[config.mk]
export PLATFORM = sky130hd
export DESIGN_NAME = shift_seq_ctrl_flat
export DESIGN_NICKNAME = d
export VERILOG_FILES = /design/src/rtl/shift_seq_ctrl_pkg.sv /design/src/rtl/shift_seq_ctrl_if.sv /design/src/rtl/shift_seq_dp.sv /design/src/rtl/shift_seq_ctrl.sv /design/src/flat_wrapper.sv
export SDC_FILE = /design/constraint.sdc
export NUM_CORES = 1
export LEC_CHECK = 0
export BUFFER_PORTS_ARGS = -buffer_cell sky130_fd_sc_hd__buf_2
export CORE_MARGIN = 3
export CORE_UTILIZATION = 40
export CTS_CLUSTER_DIAMETER = 100
export DETAILED_ROUTE_END_ITERATION = 8
export HOLD_SLACK_MARGIN = 0.12
export SYNTH_ARGS = -nofsm -noshare
export SYNTH_HDL_FRONTEND = slang
export SYNTH_HIERARCHICAL = 1
export SYNTH_SLANG_ARGS = --single-unit
[constraint.sdc]
create_clock -name i_clk -period 2 [get_ports i_clk]
set_input_delay 0.1 -clock i_clk [delete_from_list [all_inputs] [get_ports i_clk]]
set_output_delay 0.1 -clock i_clk [all_outputs]
set_load 0.02 [all_outputs]
[src/rtl/shift_seq_ctrl_pkg.sv]
// Shared types for the shift sequencer: command opcodes, FSM states and
// datapath mode selects.
// Optional feature macro: SHIFT_SEQ_CTRL_ROTATE_EN (enables the rotate op).
package shift_seq_ctrl_pkg;

    typedef enum logic [1:0] {
        OP_LOAD = 2'b00,
        OP_SHL  = 2'b01,
        OP_SHR  = 2'b10,
        OP_ROT  = 2'b11
    } op_e;

    typedef enum logic [1:0] {
        ST_IDLE  = 2'd0,
        ST_SHIFT = 2'd1,
        ST_DONE  = 2'd2
    } state_e;

    typedef enum logic [2:0] {
        MODE_HOLD = 3'd0,
        MODE_LOAD = 3'd1,
        MODE_SHL  = 3'd2,
        MODE_SHR  = 3'd3,
        MODE_ROT  = 3'd4
    } mode_e;

`ifdef SHIFT_SEQ_CTRL_ROTATE_EN
    localparam bit ROTATE_EN = 1'b1;
`else
    localparam bit ROTATE_EN = 1'b0;
`endif

endpackage

[src/rtl/shift_seq_ctrl_if.sv]
// Command handshake plus serial/parallel status bundle of the shift sequencer.
// The slave modport is the sequencer's view; master is the requester's view.
// Optional feature macro: SHIFT_SEQ_CTRL_ROTATE_EN (no effect on this file).
interface shift_seq_ctrl_if #(
    parameter int N     = 8,
    parameter int CNT_W = $clog2(N + 1)
);
    logic             i_cmd_valid;
    logic             o_cmd_ready;
    logic [1:0]       i_cmd_op;
    logic [CNT_W-1:0] i_cmd_cnt;
    logic [N-1:0]     i_cmd_data;
    logic             i_ser_in;
    logic [N-1:0]     o_q;
    logic             o_ser_out;
    logic             o_busy;
    logic             o_done;

    modport slave (
        input  i_cmd_valid, i_cmd_op, i_cmd_cnt, i_cmd_data, i_ser_in,
        output o_cmd_ready, o_q, o_ser_out, o_busy, o_done
    );

    modport master (
        output i_cmd_valid, i_cmd_op, i_cmd_cnt, i_cmd_data, i_ser_in,
        input  o_cmd_ready, o_q, o_ser_out, o_busy, o_done
    );
endinterface

[src/rtl/shift_seq_dp.sv]
// N-bit universal shift register: hold, parallel load, shift left/right with a
// serial fill bit, and (optionally) rotate left. The bit leaving the register
// on each step is captured into a registered serial output that holds between
// steps.
// Optional feature macro: SHIFT_SEQ_CTRL_ROTATE_EN (adds the rotate path).
module shift_seq_dp
    import shift_seq_ctrl_pkg::*;
#(
    parameter int N = 8
) (
    input  logic         i_clk,
    input  logic         i_rst,
    input  mode_e        i_mode,
    input  logic [N-1:0] i_load_data,
    input  logic         i_ser_in,
    output logic [N-1:0] o_q,
    output logic         o_ser_out
);

    logic [N-1:0] q_q;
    logic         ser_q;

    // Register update: one operation per edge, reset clears both register and serial bit
    always_ff @(posedge i_clk) begin
        if (i_rst) begin
            q_q   <= '0;
            ser_q <= 1'b0;
        end else begin
            case (i_mode)
                MODE_LOAD: begin
                    q_q <= i_load_data;
                end
                MODE_SHL: begin
                    q_q   <= {q_q[N-2:0], i_ser_in};
                    ser_q <= q_q[N-1];
                end
                MODE_SHR: begin
                    q_q   <= {i_ser_in, q_q[N-1:1]};
                    ser_q <= q_q[0];
                end
`ifdef SHIFT_SEQ_CTRL_ROTATE_EN
                MODE_ROT: begin
                    q_q   <= {q_q[N-2:0], q_q[N-1]};
                    ser_q <= q_q[N-1];
                end
`endif
                default: begin
                end
            endcase
        end
    end

    assign o_q       = q_q;
    assign o_ser_out = ser_q;

endmodule

[src/rtl/shift_seq_ctrl.sv]
// Command-driven sequencer around shift_seq_dp. Accepts one command per
// valid/ready handshake in IDLE, steps the register once per clock in SHIFT,
// and spends exactly one cycle in DONE pulsing o_done before returning to IDLE.
// Optional feature macro: SHIFT_SEQ_CTRL_ROTATE_EN. When undefined, op ROT is
// accepted but completes as a no-op without entering SHIFT.
module shift_seq_ctrl
    import shift_seq_ctrl_pkg::*;
#(
    parameter int N     = 8,
    parameter int CNT_W = $clog2(N + 1)
) (
    input  logic            i_clk,
    input  logic            i_rst,
    shift_seq_ctrl_if.slave bus
);

    state_e           state_q;
    op_e              op_q;
    logic [CNT_W-1:0] stepCnt_q;
    logic             done_q;

    op_e              cmdOp;
    logic             cmdAccept;
    logic [CNT_W-1:0] cntClamped;
    logic             opShifts;
    logic             goShift;
    mode_e            mode;

    assign cmdOp      = op_e'(bus.i_cmd_op);
    assign cmdAccept  = bus.i_cmd_valid & (state_q == ST_IDLE);
    assign cntClamped = (bus.i_cmd_cnt > CNT_W'(N)) ? CNT_W'(N) : bus.i_cmd_cnt;
    assign opShifts   = (cmdOp == OP_SHL) | (cmdOp == OP_SHR) | ((cmdOp == OP_ROT) & ROTATE_EN);
    assign goShift    = opShifts & (cntClamped != '0);

    // Datapath mode: load on a LOAD accept, step with the captured op while in SHIFT
    always_comb begin
        mode = MODE_HOLD;
        case (state_q)
            ST_IDLE: begin
                if (cmdAccept && (cmdOp == OP_LOAD)) begin
                    mode = MODE_LOAD;
                end
            end
            ST_SHIFT: begin
                case (op_q)
                    OP_SHL:  mode = MODE_SHL;
                    OP_SHR:  mode = MODE_SHR;
                    OP_ROT:  mode = MODE_ROT;
                    default: mode = MODE_HOLD;
                endcase
            end
            default: begin
                mode = MODE_HOLD;
            end
        endcase
    end

    // Sequencer FSM with step counter and registered done pulse; reset wins over a handshake
    always_ff @(posedge i_clk) begin
        if (i_rst) begin
            state_q   <= ST_IDLE;
            op_q      <= OP_LOAD;
            stepCnt_q <= '0;
            done_q    <= 1'b0;
        end else begin
            case (state_q)
                ST_IDLE: begin
                    done_q <= 1'b0;
                    if (cmdAccept) begin
                        op_q <= cmdOp;
                        if (goShift) begin
                            stepCnt_q <= cntClamped;
                            state_q   <= ST_SHIFT;
                        end else begin
                            stepCnt_q <= '0;
                            state_q   <= ST_DONE;
                            done_q    <= 1'b1;
                        end
                    end
                end
                ST_SHIFT: begin
                    stepCnt_q <= stepCnt_q - CNT_W'(1);
                    if (stepCnt_q == CNT_W'(1)) begin
                        state_q <= ST_DONE;
                        done_q  <= 1'b1;
                    end
                end
                ST_DONE: begin
                    state_q   <= ST_IDLE;
                    stepCnt_q <= '0;
                    done_q    <= 1'b0;
                end
                default: begin
                    state_q   <= ST_IDLE;
                    stepCnt_q <= '0;
                    done_q    <= 1'b0;
                end
            endcase
        end
    end

    shift_seq_dp #(
        .N(N)
    ) u_dp (
        .i_clk      (i_clk),
        .i_rst      (i_rst),
        .i_mode     (mode),
        .i_load_data(bus.i_cmd_data),
        .i_ser_in   (bus.i_ser_in),
        .o_q        (bus.o_q),
        .o_ser_out  (bus.o_ser_out)
    );

    assign bus.o_cmd_ready = (state_q == ST_IDLE);
    assign bus.o_busy      = (state_q != ST_IDLE);
    assign bus.o_done      = done_q;

endmodule
[src/flat_wrapper.sv]
// flat-port wrapper written by rule: the top's interface ports become plain ports
module shift_seq_ctrl_flat import shift_seq_ctrl_pkg::*;
#(
    parameter int N     = 8,
    parameter int CNT_W = $clog2(N + 1)
)
  (i_clk, i_rst, bus_i_cmd_valid, bus_i_cmd_op, bus_i_cmd_cnt, bus_i_cmd_data, bus_i_ser_in, bus_o_cmd_ready, bus_o_q, bus_o_ser_out, bus_o_busy, bus_o_done);
  shift_seq_ctrl_if #(.N(N), .CNT_W(CNT_W)) bus_i ();
  input  logic i_clk;
  input  logic i_rst;
  input wire logic [$bits(bus_i.i_cmd_valid)-1:0] bus_i_cmd_valid;
  input wire logic [$bits(bus_i.i_cmd_op)-1:0] bus_i_cmd_op;
  input wire logic [$bits(bus_i.i_cmd_cnt)-1:0] bus_i_cmd_cnt;
  input wire logic [$bits(bus_i.i_cmd_data)-1:0] bus_i_cmd_data;
  input wire logic [$bits(bus_i.i_ser_in)-1:0] bus_i_ser_in;
  output wire logic [$bits(bus_i.o_cmd_ready)-1:0] bus_o_cmd_ready;
  output wire logic [$bits(bus_i.o_q)-1:0] bus_o_q;
  output wire logic [$bits(bus_i.o_ser_out)-1:0] bus_o_ser_out;
  output wire logic [$bits(bus_i.o_busy)-1:0] bus_o_busy;
  output wire logic [$bits(bus_i.o_done)-1:0] bus_o_done;
  assign bus_i.i_cmd_valid = bus_i_cmd_valid;
  assign bus_i.i_cmd_op = bus_i_cmd_op;
  assign bus_i.i_cmd_cnt = bus_i_cmd_cnt;
  assign bus_i.i_cmd_data = bus_i_cmd_data;
  assign bus_i.i_ser_in = bus_i_ser_in;
  assign bus_o_cmd_ready = bus_i.o_cmd_ready;
  assign bus_o_q = bus_i.o_q;
  assign bus_o_ser_out = bus_i.o_ser_out;
  assign bus_o_busy = bus_i.o_busy;
  assign bus_o_done = bus_i.o_done;
  shift_seq_ctrl #(.N(N), .CNT_W(CNT_W)) u_core (.i_clk(i_clk), .i_rst(i_rst), .bus(bus_i));
endmodule
### After elaboration in Yosys (flattened, before gate mapping)

Index checks and enable logic that the tools add are counted.

| word-level totals | value |
|---|---|
| flip-flop bits (word level) | 18 |
| output and inout bits | 12 |
| logic and storage cells | 49 |

| cells by class | value |
|---|---|
| add/subtract/negate cells | 1 |
| magnitude comparators | 1 |
| equal/unequal tests | 12 |
| mux-type cells | 17 |
| bitwise gates (word level) | 3 |
| reduce and logical (&&, ||, !) cells | 9 |

Operator list:

| kind | count |
|---|---|
| 8-bit case mux with 3 select lines | 1 |
| 4-bit two-way mux | 3 |
| 3-bit case mux with 3 select lines | 1 |
| 4-bit case mux with 2 select lines | 1 |
| 2-bit by 1-bit == test with 1-bit output, second input constant | 3 |
| 2-bit == test, second input constant | 3 |
| 3-bit by 2-bit == test with 1-bit output, second input constant | 2 |
| 2-bit two-way mux | 3 |
| 3-bit case mux with 2 select lines | 1 |
| 4-bit by 1-bit == test with 1-bit output, second input constant | 1 |
| 4-bit greater-than comparator, second input constant | 1 |
| 2-bit logical NOT | 2 |
| 1-bit two-way mux | 4 |
| 2-bit by 1-bit != test with 1-bit output, second input constant | 2 |
| 1-bit case mux with 2 select lines | 2 |
| 2-bit case mux with 2 select lines | 1 |
| 2-bit AND reduction | 2 |
| 2-bit nonzero test | 2 |
| 4-bit nonzero test | 1 |
| 4-bit by 1-bit subtractor with 4-bit output, second input constant | 1 |
| 3-bit by 1-bit == test with 1-bit output, second input constant | 1 |
| 3-bit nonzero test | 1 |
| 1-bit bitwise AND | 2 |
| 1-bit logical AND | 1 |
| 1-bit OR | 1 |

### Depth between registers and ports, before layout

| depth | value |
|---|---|
| depth in word-level cells | 7 |
| mapped depth | 8 |
| mapped depth without buffers | 7 |

### By module

Netlist, hierarchy kept.

Modules (own cells, without submodules):

| module | times used | cells an instance | area each (µm²) | seq. area each (µm²) |
|---|---|---|---|---|
| shift_seq_ctrl | 1 | 69 | 615.6 | 180.2 |
| shift_seq_dp | 1 | 53 | 473.0 | 180.2 |

### Least setup slack after synthesis

Ideal clock, no wire load.

| path | value |
|---|---|
| path kind | reg2reg |
| start | register u_core.state_q[0] |
| end | register u_core.u_dp.q_q[0], in the netlist u_core/u_dp/o_q[0] |
| library setup time | 130 ps |
| arrival time | 1524 ps |
| required time | 1870 ps |
| path slack | 346 ps |
| stages on the path, launching flop included | 8 |
| buffers on the path | 2 |
| clock period less this slack | 1654 ps |
| cells stage by stage | dfxtp_1 > buf_2 > nand3b_1 > a21oi_1 > buf_4 > mux2_2 > o22ai_1 > nor3_1 |

| on the way | value |
|---|---|
| longest elaborated chain between the ends | 7 |
| elaborated cells between the ends (all ways) | 11 |
| those cells by class | 4 x eq/ne; 3 x mux; 1 x bitwise; 3 x reduce/logical |

RTL lines:

| element | RTL line | source |
|---|---|---|
| start: declaration | shift_seq_ctrl.sv:17 | `state_e state_q;` |
| start signal: assignment | shift_seq_ctrl.sv:61 | `state_q <= ST_IDLE;` |
| start signal: assignment | shift_seq_ctrl.sv:73 | `state_q <= ST_SHIFT;` |
| start signal: assignment | shift_seq_ctrl.sv:76 | `state_q <= ST_DONE;` |
| 2-bit logical NOT | shift_seq_ctrl.sv:30, shift_seq_ctrl.sv:38 |  |
| 1-bit bitwise AND | shift_seq_ctrl.sv:30 | `assign cmdAccept = bus.i_cmd_valid & (state_q == ST_IDLE);` |
| 1-bit logical AND | shift_seq_ctrl.sv:40 | `if (cmdAccept && (cmdOp == OP_LOAD)) begin` |
| 1-bit two-way mux | shift_seq_ctrl.sv:40 |  |
| 3-bit case mux with 2 select lines * | shift_seq_ctrl.sv:38 | `case (state_q)` |
| via u_core.mode[0] | shift_seq_ctrl.sv:27 | `mode_e mode;` |
| 3-bit by 2-bit == test with 1-bit output or 3-bit by 1-bit == test with 1-bit output (tied branches) | shift_seq_dp.sv:29 | `case (i_mode)` |
| 8-bit case mux with 3 select lines or 3-bit nonzero test (tied branches) | - |  |
| end signal: assignment | shift_seq_dp.sv:31 | `q_q <= i_load_data;` |
| end signal: assignment | shift_seq_dp.sv:34 | `q_q <= {q_q[N-2:0], i_ser_in};` |
| end signal: assignment | shift_seq_dp.sv:38 | `q_q <= {i_ser_in, q_q[N-1:1]};` |
| end: declaration | shift_seq_dp.sv:20 | `logic [N-1:0] q_q;` |

The timed path passes the listed nets; every way through them passes the cells marked *.
A chain may end at the register's enable or synchronous reset.

### Final worst setup path

| path | value |
|---|---|
| start | register u_core.op_q[0] |
| end | register u_core.u_dp.ser_q, in the netlist u_core/u_dp/o_ser_out |

| on the way | value |
|---|---|
| longest elaborated chain between the ends | 5 |
| elaborated cells between the ends (all ways) | 9 |
| those cells by class | 5 x eq/ne; 3 x mux; 1 x reduce/logical |

RTL lines:

| element | RTL line | source |
|---|---|---|
| start: declaration | shift_seq_ctrl.sv:18 | `op_e op_q;` |
| start signal: assignment | shift_seq_ctrl.sv:70 | `op_q <= cmdOp;` |
| 2-bit == test or 2-bit by 1-bit == test with 1-bit output (tied branches) | shift_seq_ctrl.sv:45 | `case (op_q)` |
| 3-bit case mux with 3 select lines * | shift_seq_ctrl.sv:45 |  |
| 3-bit case mux with 2 select lines * | shift_seq_ctrl.sv:38 |  |
| via u_core.mode[1] | shift_seq_ctrl.sv:27 |  |
| 3-bit by 2-bit == test with 1-bit output | shift_seq_dp.sv:29 |  |
| 1-bit case mux with 2 select lines or 2-bit nonzero test (tied branches) | - |  |
| end signal: assignment | shift_seq_dp.sv:35 | `ser_q <= q_q[N-1];` |
| end signal: assignment | shift_seq_dp.sv:39 | `ser_q <= q_q[0];` |
| end: declaration | shift_seq_dp.sv:21 | `logic ser_q;` |

Marked as above.

==> results.txt <==
Transition time at the pin with the least slew margin: 0.426 ns
Max clock buf depth: 2
Synthesis-to-layout area growth: 29.0%
Clock tree from TritonCTS: built
Total length of routed wires: 2520 um
Initial DRC count: 27
1st-pass router iterations: 4
Via total after detailed routing: 997
Core area: 2520 um^2
Top-area cell type share of the netlist area: 33.1%
Data arrival at the endpoint of the critical path: 2.03 ns
Avg Cell Area, Syn: 8.92 um^2
Pwr Density: 668 nW/um^2
Clk_skew: 0.000587 ns
Synth Flop Type: sky130_fd_sc_hd__dfxtp_1
Max Fanout on Critical Path: 10
DRC violations left: 0
Via count of the first global-routing pass: 949
Clock network latency to the later pin of the worst-skew pair: 0.29 ns
Largest net degree at the start of global routing: 18
Async SR Flop Fraction: 0%
First-pass GRT wire length: 4270 um
Die Wd: 58.2 um
Antenna Nets Post-Route: 0
Final count of pins violating max slew: 0
Gate count after technology mapping: 122
Count of buffers from port buffering: 29
Launching element of the worst setup path: u_core/op_q[0]
Startpoint of the most critical hold path: bus_i_cmd_cnt[3]
Static leakage: 0.598 nW
Commonest cells in the netlist: sky130_fd_sc_hd__dfxtp_1 (18), sky130_fd_sc_hd__nor2_1 (11), sky130_fd_sc_hd__nor3_1 (9), sky130_fd_sc_hd__a21oi_1 (8)
CP startpoint kind: flop
Filler cell count in the final layout: 244
Global placement routability congestion: 0.746
Worst slew margin relative to its limit: 71.5%
Setup repair after global routing missed its margin: no
Antenna violations before repair: 0
Post-synth EDFFs: 0
Critical path capture point type: flop
IO Pins: 30
Count of final hold-check violations: 0
Via-per-instance ratio: 5.22
Critical Path RT: 2.24 ns
Worst voltage drop across the vdd grid: 578 uV
Clock slew at reported path FFs: 0.11 ns
GR Overflow Total: 0
Clock Root Buffer: sky130_fd_sc_hd__clkbuf_4
Combined area of all synthesized cells: 1090 um^2
Yosys top cell by area: sky130_fd_sc_hd__dfxtp_1
Number of distinct library cells after synthesis: 36
Die Outline Area: 3380 um^2
Number of nets in the synthesized netlist: 145
Number of nets in the layout: 185
Max Cap Violations: 0
Most numerous cell in the Yosys netlist: sky130_fd_sc_hd__dfxtp_1
Buffers and inverters on the worst path: 1
Post-detailed-route wirelength per cell: 13.2 um
Status: complete, no violations
Top cells by area in the synthesized netlist: sky130_fd_sc_hd__dfxtp_1 (33%), sky130_fd_sc_hd__mux2_2 (7.2%), sky130_fd_sc_hd__ha_1 (5.7%), sky130_fd_sc_hd__nor3_1 (4.1%), sky130_fd_sc_hd__o22ai_1 (4.0%)
Endpoints failing setup: 0
Reg2Reg Launch Point: u_core/op_q[0]
Achievable clock frequency: 558 MHz
Chip Height: 58.2 um
Number of antenna cells inserted: 0
Synth Register Bits: 18
CTS H-tree lvls: 1
Final critical delay including setup and external delays: 1.79 ns
Final hold slack: 0.127 ns
CP delay by family, top: simple AND/OR/NAND/NOR gates
Critical path start-end classification: reg -> reg
Max stage delay cell, worst path: sky130_fd_sc_hd__nor3b_1
TritonCTS buffer count: 3
Fin crit share: 89.7%
Max incr delay on CP: 0.38 ns
Share of cells above drive strength 1: 32.3%
Min-Delay Path Class: in -> reg
Number of standard-cell rows in the floorplan: 18
Number of warning messages in the yosys log: 6
Clk sink count: 18
Detailed placement HPWL: 1780 um
Cell-by-cell trace of the critical path: inv_1 > ha_1 > nor3b_1 > nand2b_2 > or2_1 > a21oi_1
Fraction of the yosys area taken by sequential cells: 33.1%
Sum of negative setup slack: 0 ns
Overall global routing resource usage: 15.8%
Effective utilization at floorplan: 43.2%
-- stage by stage --
stage	power [W]	instances	util, %	setup slack [ns]	area, um^2
2_1_floorplan	0.000619	122	-	0.346	1090
3_3_place_gp	0.000688	175	49.4	0.305	1240
3_5_place_dp	0.000695	175	49.4	0.218	1240
5_1_grt	0.000992	191	55.7	0.0429	1400
6_report	0.000938	191	55.7	0.207	1400
4_1_cts	0.000943	191	55.6	0.161	1400
-- placed cells by master (no fill, tap or decap), types with 2 or more instances in the layout --
master                          instances
sky130_fd_sc_hd__mux2_2                 7
sky130_fd_sc_hd__or2_2                  2
sky130_fd_sc_hd__nand2_1                3
sky130_fd_sc_hd__buf_2                 29
sky130_fd_sc_hd__nor2_1                11
sky130_fd_sc_hd__o22ai_1                7
sky130_fd_sc_hd__dfxtp_1               18
sky130_fd_sc_hd__ha_1                   5
sky130_fd_sc_hd__o21bai_1               2
sky130_fd_sc_hd__nor3_1                 9
sky130_fd_sc_hd__or3b_1                 2
sky130_fd_sc_hd__mux2i_1                3
sky130_fd_sc_hd__nor2b_1                2
sky130_fd_sc_hd__clkbuf_4               3
sky130_fd_sc_hd__inv_1                  7
sky130_fd_sc_hd__buf_4                  3
sky130_fd_sc_hd__nand3b_1               2
sky130_fd_sc_hd__a21oi_1                8
sky130_fd_sc_hd__nor3b_1                5
sky130_fd_sc_hd__nand4b_1               3
sky130_fd_sc_hd__dlygate4sd3_1         12
-- worst register-to-register path, cell delays in order (launching register included) --
cell and delay, ns:
sky130_fd_sc_hd__dfxtp_1 0.36, sky130_fd_sc_hd__inv_1 0.06, sky130_fd_sc_hd__ha_1 0.29, sky130_fd_sc_hd__nor3b_1 0.38, sky130_fd_sc_hd__nand2b_2 0.24, sky130_fd_sc_hd__or2_1 0.27, sky130_fd_sc_hd__a21oi_1 0.13
-- flip-flops by register name, summed over array words and instances (netlist names) --
register and cells:
u_core/bus.o_done 1, u_core/state_q 2, u_core/stepCnt_q 4, u_core/u_dp/o_ser_out 1, u_core/u_dp/o_q 8, u_core/op_q 2
-- worst paths after layout --
path / slack (ns) / cells after the start / end
hold reg to reg: 0.47 / 2 / u_core/u_dp/o_ser_out
setup / recovery: 0.21 / 6 / u_core/u_dp/o_ser_out
setup reg to reg: 0.21 / 6 / u_core/u_dp/o_ser_out
hold / removal: 0.13 / 3 / u_core/stepCnt_q[0]
-- final cells by class --
class	count	area (um^2)	area share [%]
Clock buffer	4	36.3	2.58
Timing Repair Buffer	44	288	20.5
Inverter	7	26.3	1.87
Multi-Input combinational cell	88	656	46.7
Tap cell	30	37.5	2.67
Sequential cell	18	360	25.7
-- where the power goes --
group          switching (W)  total [W]  internal (W)
logic               0.000145   0.000283      0.000138
registers          0.0000311   0.000422      0.000391
clock network       0.000122   0.000233      0.000111
-- metal layers --
metal	up-vias	track usage, %	part of all wire, %
met1	463	21.0	48
li1	514	-	-
met3	5	4.01	2.9
met5	-	0	0
met2	15	26.0	47
met4	0	3.31	1.2
-- kinds of logic after synthesis --
logic type               synth area share [%]
adder cells (fa/ha/maj)                  5.75
buffers and inverters                    6.90
flip-flops                               33.1
AO/OA/AOI/OAI                            16.9
AND/OR/NAND/NOR                          26.6
XOR/XNOR                                0.805
multiplexers                             10.0
-- what timing repair did --
item	4_1_cts	5_1_grt
setup endpoints to repair	0	1
endpoints found under the hold margin	12	0
gates resized for setup	0	1
hold buffers	12	0
setup buffers	0	0
No activity file was read; power rests on OpenSTA's default activity.
